### src/rtl/mul_seq_pkg.sv
// Shared types and helpers for the sequential unsigned shift-add multiplier.
//
// Contents:
//   state_e  : controller state (idle / iterating / result held)
//   ceil_div : constant-foldable ceiling division, used to size the iteration count
package mul_seq_pkg;

    typedef enum logic [1:0] {
        StIdle = 2'd0,
        StBusy = 2'd1,
        StDone = 2'd2
    } state_e;

    function automatic int unsigned ceil_div(input int unsigned num, input int unsigned den);
        return (num + den - 1) / den;
    endfunction

endpackage

### src/rtl/mul_seq_pp_step.sv
// Partial-product generator for one multiplier iteration.
// Forms A * B_chunk as a sum of gated, shifted copies of A (no '*' operator),
// so the adder tree scales with BITS_PER_CYCLE rather than with WIDTH.
//
// Parameters:
//   WIDTH          : operand width; A and the product are 2*WIDTH bits
//   BITS_PER_CYCLE : number of multiplier bits consumed per iteration
// Ports:
//   i_a       in  2*WIDTH         multiplicand, already aligned for this iteration
//   i_b_chunk in  BITS_PER_CYCLE  low multiplier bits for this iteration
//   o_pp      out 2*WIDTH         partial product i_a * i_b_chunk
module mul_seq_pp_step #(
    parameter int unsigned WIDTH          = 11,
    parameter int unsigned BITS_PER_CYCLE = 1
) (
    input  logic [2*WIDTH-1:0]        i_a,
    input  logic [BITS_PER_CYCLE-1:0] i_b_chunk,
    output logic [2*WIDTH-1:0]        o_pp
);

    logic [2*WIDTH-1:0] w_pp;

    // Sum fits in 2*WIDTH bits: the caller never shifts a nonzero A past the top.
    always_comb begin
        w_pp = '0;
        for (int unsigned k = 0; k < BITS_PER_CYCLE; k++) begin
            if (i_b_chunk[k]) begin
                w_pp = w_pp + (i_a << k);
            end
        end
    end

    assign o_pp = w_pp;

endmodule

### src/rtl/mul_seq_unsigned.sv
// Iterative unsigned shift-add multiplier.
// Accepts one WIDTH x WIDTH operand pair over a valid/ready handshake, retires
// BITS_PER_CYCLE multiplier bits per clock and returns the exact 2*WIDTH-bit
// product over a second valid/ready handshake. One operation in flight at a time.
//
// Build option:
//   MUL_SEQ_EARLY_TERM_EN : when defined, iteration stops as soon as the remaining
//                           multiplier bits are all zero (latency >= 1 cycle).
//                           When undefined, latency is always N cycles.
//
// Parameters:
//   WIDTH          : operand width (>= 2)
//   BITS_PER_CYCLE : multiplier bits per iteration (1..WIDTH)
// Ports:
//   clk       in   1        clock, rising edge
//   rst_n     in   1        asynchronous active-low reset
//   in_valid  in   1        operand pair valid
//   in_ready  out  1        ready to accept operands (idle)
//   in_a      in   WIDTH    multiplicand
//   in_b      in   WIDTH    multiplier
//   out_valid out  1        product valid, held until accepted
//   out_ready in   1        consumer accepts product
//   out_p     out  2*WIDTH  product in_a * in_b
module mul_seq_unsigned
    import mul_seq_pkg::*;
#(
    parameter int unsigned WIDTH          = 11,
    parameter int unsigned BITS_PER_CYCLE = 1
) (
    input  logic                 clk,
    input  logic                 rst_n,
    input  logic                 in_valid,
    output logic                 in_ready,
    input  logic [WIDTH-1:0]     in_a,
    input  logic [WIDTH-1:0]     in_b,
    output logic                 out_valid,
    input  logic                 out_ready,
    output logic [2*WIDTH-1:0]   out_p
);

    localparam int unsigned N    = ceil_div(WIDTH, BITS_PER_CYCLE);
    localparam int unsigned CntW = $clog2(N + 1);

    state_e               r_state;
    logic [2*WIDTH-1:0]   r_a;
    logic [WIDTH-1:0]     r_b;
    logic [2*WIDTH-1:0]   r_acc;
    logic [CntW-1:0]      r_cnt;

    state_e               w_state_nxt;
    logic [2*WIDTH-1:0]   w_a_nxt;
    logic [WIDTH-1:0]     w_b_nxt;
    logic [2*WIDTH-1:0]   w_acc_nxt;
    logic [CntW-1:0]      w_cnt_nxt;

    logic [2*WIDTH-1:0]   w_pp;
    logic [WIDTH-1:0]     w_b_shift;
    logic                 w_last;

    mul_seq_pp_step #(
        .WIDTH          (WIDTH),
        .BITS_PER_CYCLE (BITS_PER_CYCLE)
    ) u_pp_step (
        .i_a       (r_a),
        .i_b_chunk (r_b[BITS_PER_CYCLE-1:0]),
        .o_pp      (w_pp)
    );

    // When WIDTH is not a multiple of BITS_PER_CYCLE the final chunk simply sees
    // zeros shifted in from the top of B, so no special case is needed.
    assign w_b_shift = r_b >> BITS_PER_CYCLE;

`ifdef MUL_SEQ_EARLY_TERM_EN
    assign w_last = (r_cnt == CntW'(N - 1)) || (w_b_shift == '0);
`else
    assign w_last = (r_cnt == CntW'(N - 1));
`endif

    always_comb begin
        w_state_nxt = r_state;
        w_a_nxt     = r_a;
        w_b_nxt     = r_b;
        w_acc_nxt   = r_acc;
        w_cnt_nxt   = r_cnt;
        unique case (r_state)
            StIdle: begin
                if (in_valid) begin
                    w_a_nxt     = {{WIDTH{1'b0}}, in_a};
                    w_b_nxt     = in_b;
                    w_acc_nxt   = '0;
                    w_cnt_nxt   = '0;
                    w_state_nxt = StBusy;
                end
            end
            StBusy: begin
                w_acc_nxt = r_acc + w_pp;
                w_a_nxt   = r_a << BITS_PER_CYCLE;
                w_b_nxt   = w_b_shift;
                w_cnt_nxt = r_cnt + CntW'(1);
                if (w_last) begin
                    w_state_nxt = StDone;
                end
            end
            StDone: begin
                if (out_ready) begin
                    w_state_nxt = StIdle;
                end
            end
            default: begin
                w_state_nxt = StIdle;
            end
        endcase
    end

    always_ff @(posedge clk or negedge rst_n) begin
        if (!rst_n) begin
            r_state <= StIdle;
            r_a     <= '0;
            r_b     <= '0;
            r_acc   <= '0;
            r_cnt   <= '0;
        end else begin
            r_state <= w_state_nxt;
            r_a     <= w_a_nxt;
            r_b     <= w_b_nxt;
            r_acc   <= w_acc_nxt;
            r_cnt   <= w_cnt_nxt;
        end
    end

    assign in_ready  = (r_state == StIdle);
    assign out_valid = (r_state == StDone);
    assign out_p     = r_acc;

endmodule
### config.mk
export PLATFORM = sky130hd
export DESIGN_NAME = mul_seq_unsigned
export DESIGN_NICKNAME = d
export VERILOG_FILES = /design/src/rtl/mul_seq_pkg.sv /design/src/rtl/mul_seq_pp_step.sv /design/src/rtl/mul_seq_unsigned.sv
export SDC_FILE = /design/constraint.sdc
export NUM_CORES = 1
export LEC_CHECK = 0
export ABC_AREA = 1
export ABC_CLOCK_PERIOD_IN_PS = 5800
export CAP_MARGIN = 20
export CORE_MARGIN = 5
export CORE_UTILIZATION = 61
export DETAILED_ROUTE_END_ITERATION = 7
export GPL_ROUTABILITY_DRIVEN = 0
export GPL_TIMING_DRIVEN = 0
export PLACE_DENSITY = 0.86
export SLEW_MARGIN = 20
export SYNTH_ARGS = -nofsm -noshare
export SYNTH_HDL_FRONTEND = slang
export SYNTH_HIERARCHICAL = 1
export SYNTH_SLANG_ARGS = --single-unit
### constraint.sdc
create_clock -name clk -period 5.8 [get_ports clk]
set_clock_uncertainty 0.1 [all_clocks]
set_input_delay 1.16 -clock clk [delete_from_list [all_inputs] [get_ports clk]]
set_output_delay 1.16 -clock clk [all_outputs]
set_load 0.02 [all_outputs]
Yosys cells after proc, flatten, opt, wreduce, memory -nomap -nowiden:

Index checks and enable logic that the tools add are counted.

* word-level logic and storage cells: 30
* output and inout bits: 24
* flip-flop bits (word level): 61
* bits of input ports: 26

* reductions and logical operators: 4
* equality and inequality tests: 6
* multiplexer cells: 13
* $add $sub $neg: 2

Operators by type and width (count)
* $pmux 22 s2: 2
* $mux 22: 3
* $add 22x22->22: 1
* $pmux 11 s2: 1
* $mux 11: 1
* $pmux 4 s2: 1
* $mux 2: 3
* $pmux 2 s3: 1
* $add 4x1->4 const B: 1
* $eq 4x4->1 const B: 1
* $mux 4: 1
* $ne 2x2->1 const B: 2
* $reduce_and 3->1: 1
* $eq 2x1->1 const B: 1
* $eq 2x2->1 const B: 1
* $logic_not 2->1: 1
* $ne 2x1->1 const B: 1
* $reduce_and 2->1: 1
* $reduce_bool 2->1: 1

Longest topological paths before layout:

* depth after elaboration: 3
* gate-level depth with buffers: 16
* mapped depth without buffers: 15

Modules after synthesis:

Netlist, hierarchy kept.

Modules (own cells, without submodules)
* mul_seq_unsigned: seq. area each 1526.5 sq um, instances 1, cells each 542, area each 3876.2 sq um
* mul_seq_pp_step: seq. area each 0.0 sq um, instances 1, cells each 46, area each 187.7 sq um

Worst setup path before layout:

OpenSTA, ideal clock, no wires.

* kind: reg-to-reg
* start point: register r_b[0]
* end point: register r_acc[16] (netlist: out_p[16])
* setup slack: 3.689 ns
* library setup time: 0.117 ns
* path buffers: 1
* stages on the path, launching flop included: 17
* period minus slack after synthesis: 2.111 ns
* required time: 5.583 ns
* data arrival time: 1.894 ns
* path through: dfrtp_1 -> buf_6 -> nand2_1 -> inv_1 -> ha_1 -> inv_1 -> fa_1 -> inv_1 -> nand3_1 -> nand3_2 -> nand2_1 -> nand2_1 -> nand2_1 -> nand2_1 -> nand2_1 -> nand3_1 -> nand2_1

* longest elaborated chain between the ends: 3

RTL lines
* start: declaration: RTL line mul_seq_unsigned.sv:46 `logic [WIDTH-1:0] r_b;`
* start signal: assignment: RTL line mul_seq_unsigned.sv:125 `r_b <= w_b_nxt;`
* $mux 22: RTL line mul_seq_pp_step.sv:27 `if (i_b_chunk[k]) begin`
* via w_pp[0]: RTL line mul_seq_unsigned.sv:56 `logic [2*WIDTH-1:0] w_pp;`
* $add 22x22->22: RTL line mul_seq_unsigned.sv:96 `w_acc_nxt = r_acc + w_pp;`
* $pmux 22 s2: RTL line mul_seq_unsigned.sv:85 `unique case (r_state)`
* end signal: assignment: RTL line mul_seq_unsigned.sv:126 `r_acc <= w_acc_nxt;`
* end: declaration: RTL line mul_seq_unsigned.sv:47 `logic [2*WIDTH-1:0] r_acc;`

The timed path passes the listed nets, and every way through them passes these cells.
A chain may end at the register's enable or synchronous reset.

Worst setup path in the final report:

* start point: register r_state[0]
* end point: output port in_ready

* longest elaborated chain between the ends: 1

RTL lines
* start: declaration: RTL line mul_seq_unsigned.sv:44 `state_e r_state;`
* start signal: assignment: RTL line mul_seq_unsigned.sv:117 `r_state <= StIdle;`
* start signal: assignment: RTL line mul_seq_unsigned.sv:123 `r_state <= w_state_nxt;`
* $logic_not 2->1: RTL line mul_seq_unsigned.sv:131 `assign in_ready = (r_state == StIdle);`
* end: declaration: RTL line mul_seq_unsigned.sv:33 `output logic in_ready,`

No other way between the ends.

==> impl_metrics.json <==
{
  "status": "finished, final reports clean",
  "synthToLayoutAreaGrowth_pct": 20.2,
  "clock_path_buffers": 2,
  "portBuffers": 49,
  "layout_common_cells": "231 x nand2_1, 99 x inv_1, 61 x dfrtp_1",
  "start_util": 0.633,
  "holdCritPathClass": "reg2reg",
  "reg2regPathDepth": 16,
  "netlist.area_leader.share": 0.376,
  "wirelength_um": 10300,
  "drcViolationCount": 0,
  "finalHoldViolCount": 0,
  "dr_total_vias": 3980,
  "synth-seq-cells": 61,
  "ir_drop_uv": 300,
  "rsz0062_at_grt": "false",
  "cts_setup_buffers": 0,
  "grt_pass1_vias": 3958,
  "critPathKind": "reg2out",
  "ios": 50,
  "grt_max_degree": 49,
  "dp_hpwl_um": 7740,
  "core_um2": 6420,
  "grt_pass1_wl_um": 17900,
  "drive_gt1_frac": 0.0703,
  "nFillCells": 492,
  "cp_max_fo": 4,
  "fin_nets": 699,
  "hold_end": "r_b[4]",
  "synth_fp_nets": 638,
  "worst_pin_slew_ns": 0.508,
  "fin_util": 0.761,
  "max_freq_mhz": 351,
  "setup_tns_ns": 0,
  "clk_pin_slew_ns": 0.08,
  "clock_latency_ns": 0.34,
  "syn_area_um2": 4060,
  "slew_viol_final": 0,
  "start_kind": "register",
  "post-route-period-util": 0.492,
  "synth_edf_count": 0,
  "max-cap-violations": 0,
  "dr.pass1.iters": 5,
  "grt-ovfl-total": 0,
  "multiInputGateArea_um2": 2050,
  "worstPathArrival_ns": 1.59,
  "clock_sinks": 61,
  "grt_usage": 0.262,
  "h-tree-depth": 3,
  "die_w_um": 91.6,
  "synth_ff_type": "dfrtp_1",
  "fp.dieH_um": 91.6,
  "drt_iter0_drc": 277,
  "final_common_cell": "nand2_1",
  "period_needed_ns": 2.85,
  "p_leak_nw": 2.75,
  "r2r-start": "r_b[0]",
  "reg2reg_slack_ns": 3.33,
  "cts_tree": "done",
  "die_area_um2": 8390,
  "post_cts_resized": 0,
  "slew_headroom": 0.661,
  "setup_viol": 0,
  "r2r_end": "out_p[12]",
  "cp.required_ns": 4.54,
  "antennaDiodeCount": 0,
  "ys_seq_area_frac": 0.376,
  "ys_types": 32,
  "endpoint_kind": "output pin",
  "cts_buffers": 9,
  "yosys.area.top_type": "dfrtp_1",
  "ant_nets": 0,
  "synthArstFlopShare": 1.00,
  "synthCells": 588,
  "cts_hold_buf": 0,
  "ys_warn_count": 6,
  "viasPerCell": 5.44,
  "cts_root_buffer": "clkbuf_8",
  "min_path_cells": 2,
  "hp-start": "r_b[4]",
  "routedWlPerCell_um": 14.0,
  "power_density_nw_per_um2": 563,
  "netlist_top_cells_area": "dfrtp_1 38%, nand2_1 21%, inv_1 9.1%",
  "regArea_um2": 1530,
  "rows": 29,
  "synth_area_per_cell_um2": 6.91,
  "antenna_found_initial": 0
}
## worst max path at each step
stage | from | end | slack (ns)
6_report | r_state[0] | in_ready | 2.95
5_1_grt | r_state[1] | in_ready | 2.88
4_1_cts | r_state[1] | in_ready | 2.93
3_5_place_dp | in_valid | r_b[9] | 3.20
3_3_place_gp | rst_n | r_cnt[3] | 1.50
2_1_floorplan | r_b[0] | out_p[16] | 3.69
## synthesized netlist by cell type, types with 4 or more instances
cell type / n
nand2_1: 231
inv_2: 4
a21oi_1: 19
buf_2: 7
a22oi_1: 5
o21ai_1: 5
o21ai_0: 14
buf_6: 4
nand3_1: 35
nor2_1: 24
o22ai_1: 13
o211ai_1: 5
dfrtp_1: 61
nor3_1: 4
nand4_1: 4
inv_1: 99
ha_1: 23
## per-layer routing
metal  routed length, um  vias up  GRT usage  share of wire
met4                 300        0      0.116          0.029
met3                 664       33     0.0393          0.065
li1                    -     1960          -              -
met2                4830      169      0.435           0.47
met1                4470     1818      0.339           0.44
met5                   0        -          0              0
## logic make-up after synthesis
logic type                 after synthesis  synth area share
and+or+nand+nor                        313             0.319
AOI/OAI and AO/OA                       66            0.0961
DFF                                     61             0.376
muxes                                    1           0.00246
buffers and inverters                  118             0.120
adders and majority gates               24            0.0757
xor gates and xnor gates                 5            0.0108
## state kept, by name, indices dropped and copies added, names as in the netlist
name	cells
r_cnt	4
r_state	2
r_a	22
out_p	22
r_b	11
## stage by stage
stage	hold WS (ns)	instances	area [um2]	setup WS [ns]	total power, mW
2_1_floorplan	0.346	588	4060	3.69	1.84
3_3_place_gp	0.365	714	4650	1.50	2.26
3_5_place_dp	0.374	715	4680	3.20	2.32
4_1_cts	0.392	731	4890	2.93	2.74
5_1_grt	0.415	731	4890	2.88	2.99
6_report	0.387	731	4890	2.95	2.75
## final cells by class
class	instances	share of cell area
Tap cell	77	0.0197
Buffer	15	0.0210
Timing Repair Buffer	50	0.106
Multi-Input combinational cell	409	0.419
Clock inverter	5	0.0120
Sequential cell	61	0.312
Clock buffer	11	0.0310
Inverter	103	0.0791
## critical path, stage by stage (launching register included)
cell and delay, ns:
dfrtp_1 0.41, nor2_2 0.20, clkdlybuf4s50_1 0.64
## where the power goes
group | internal (mW) | switching, mW | total (mW) | leakage [nW]
sequential | 0.625 | 0.151 | 0.776 | 0.768
clock | 0.222 | 0.189 | 0.411 | 0.102
combinational | 0.603 | 0.963 | 1.57 | 1.88
total | 1.45 | 1.30 | 2.75 | 2.75
Note: power is estimated with default switching activity, not from simulation.
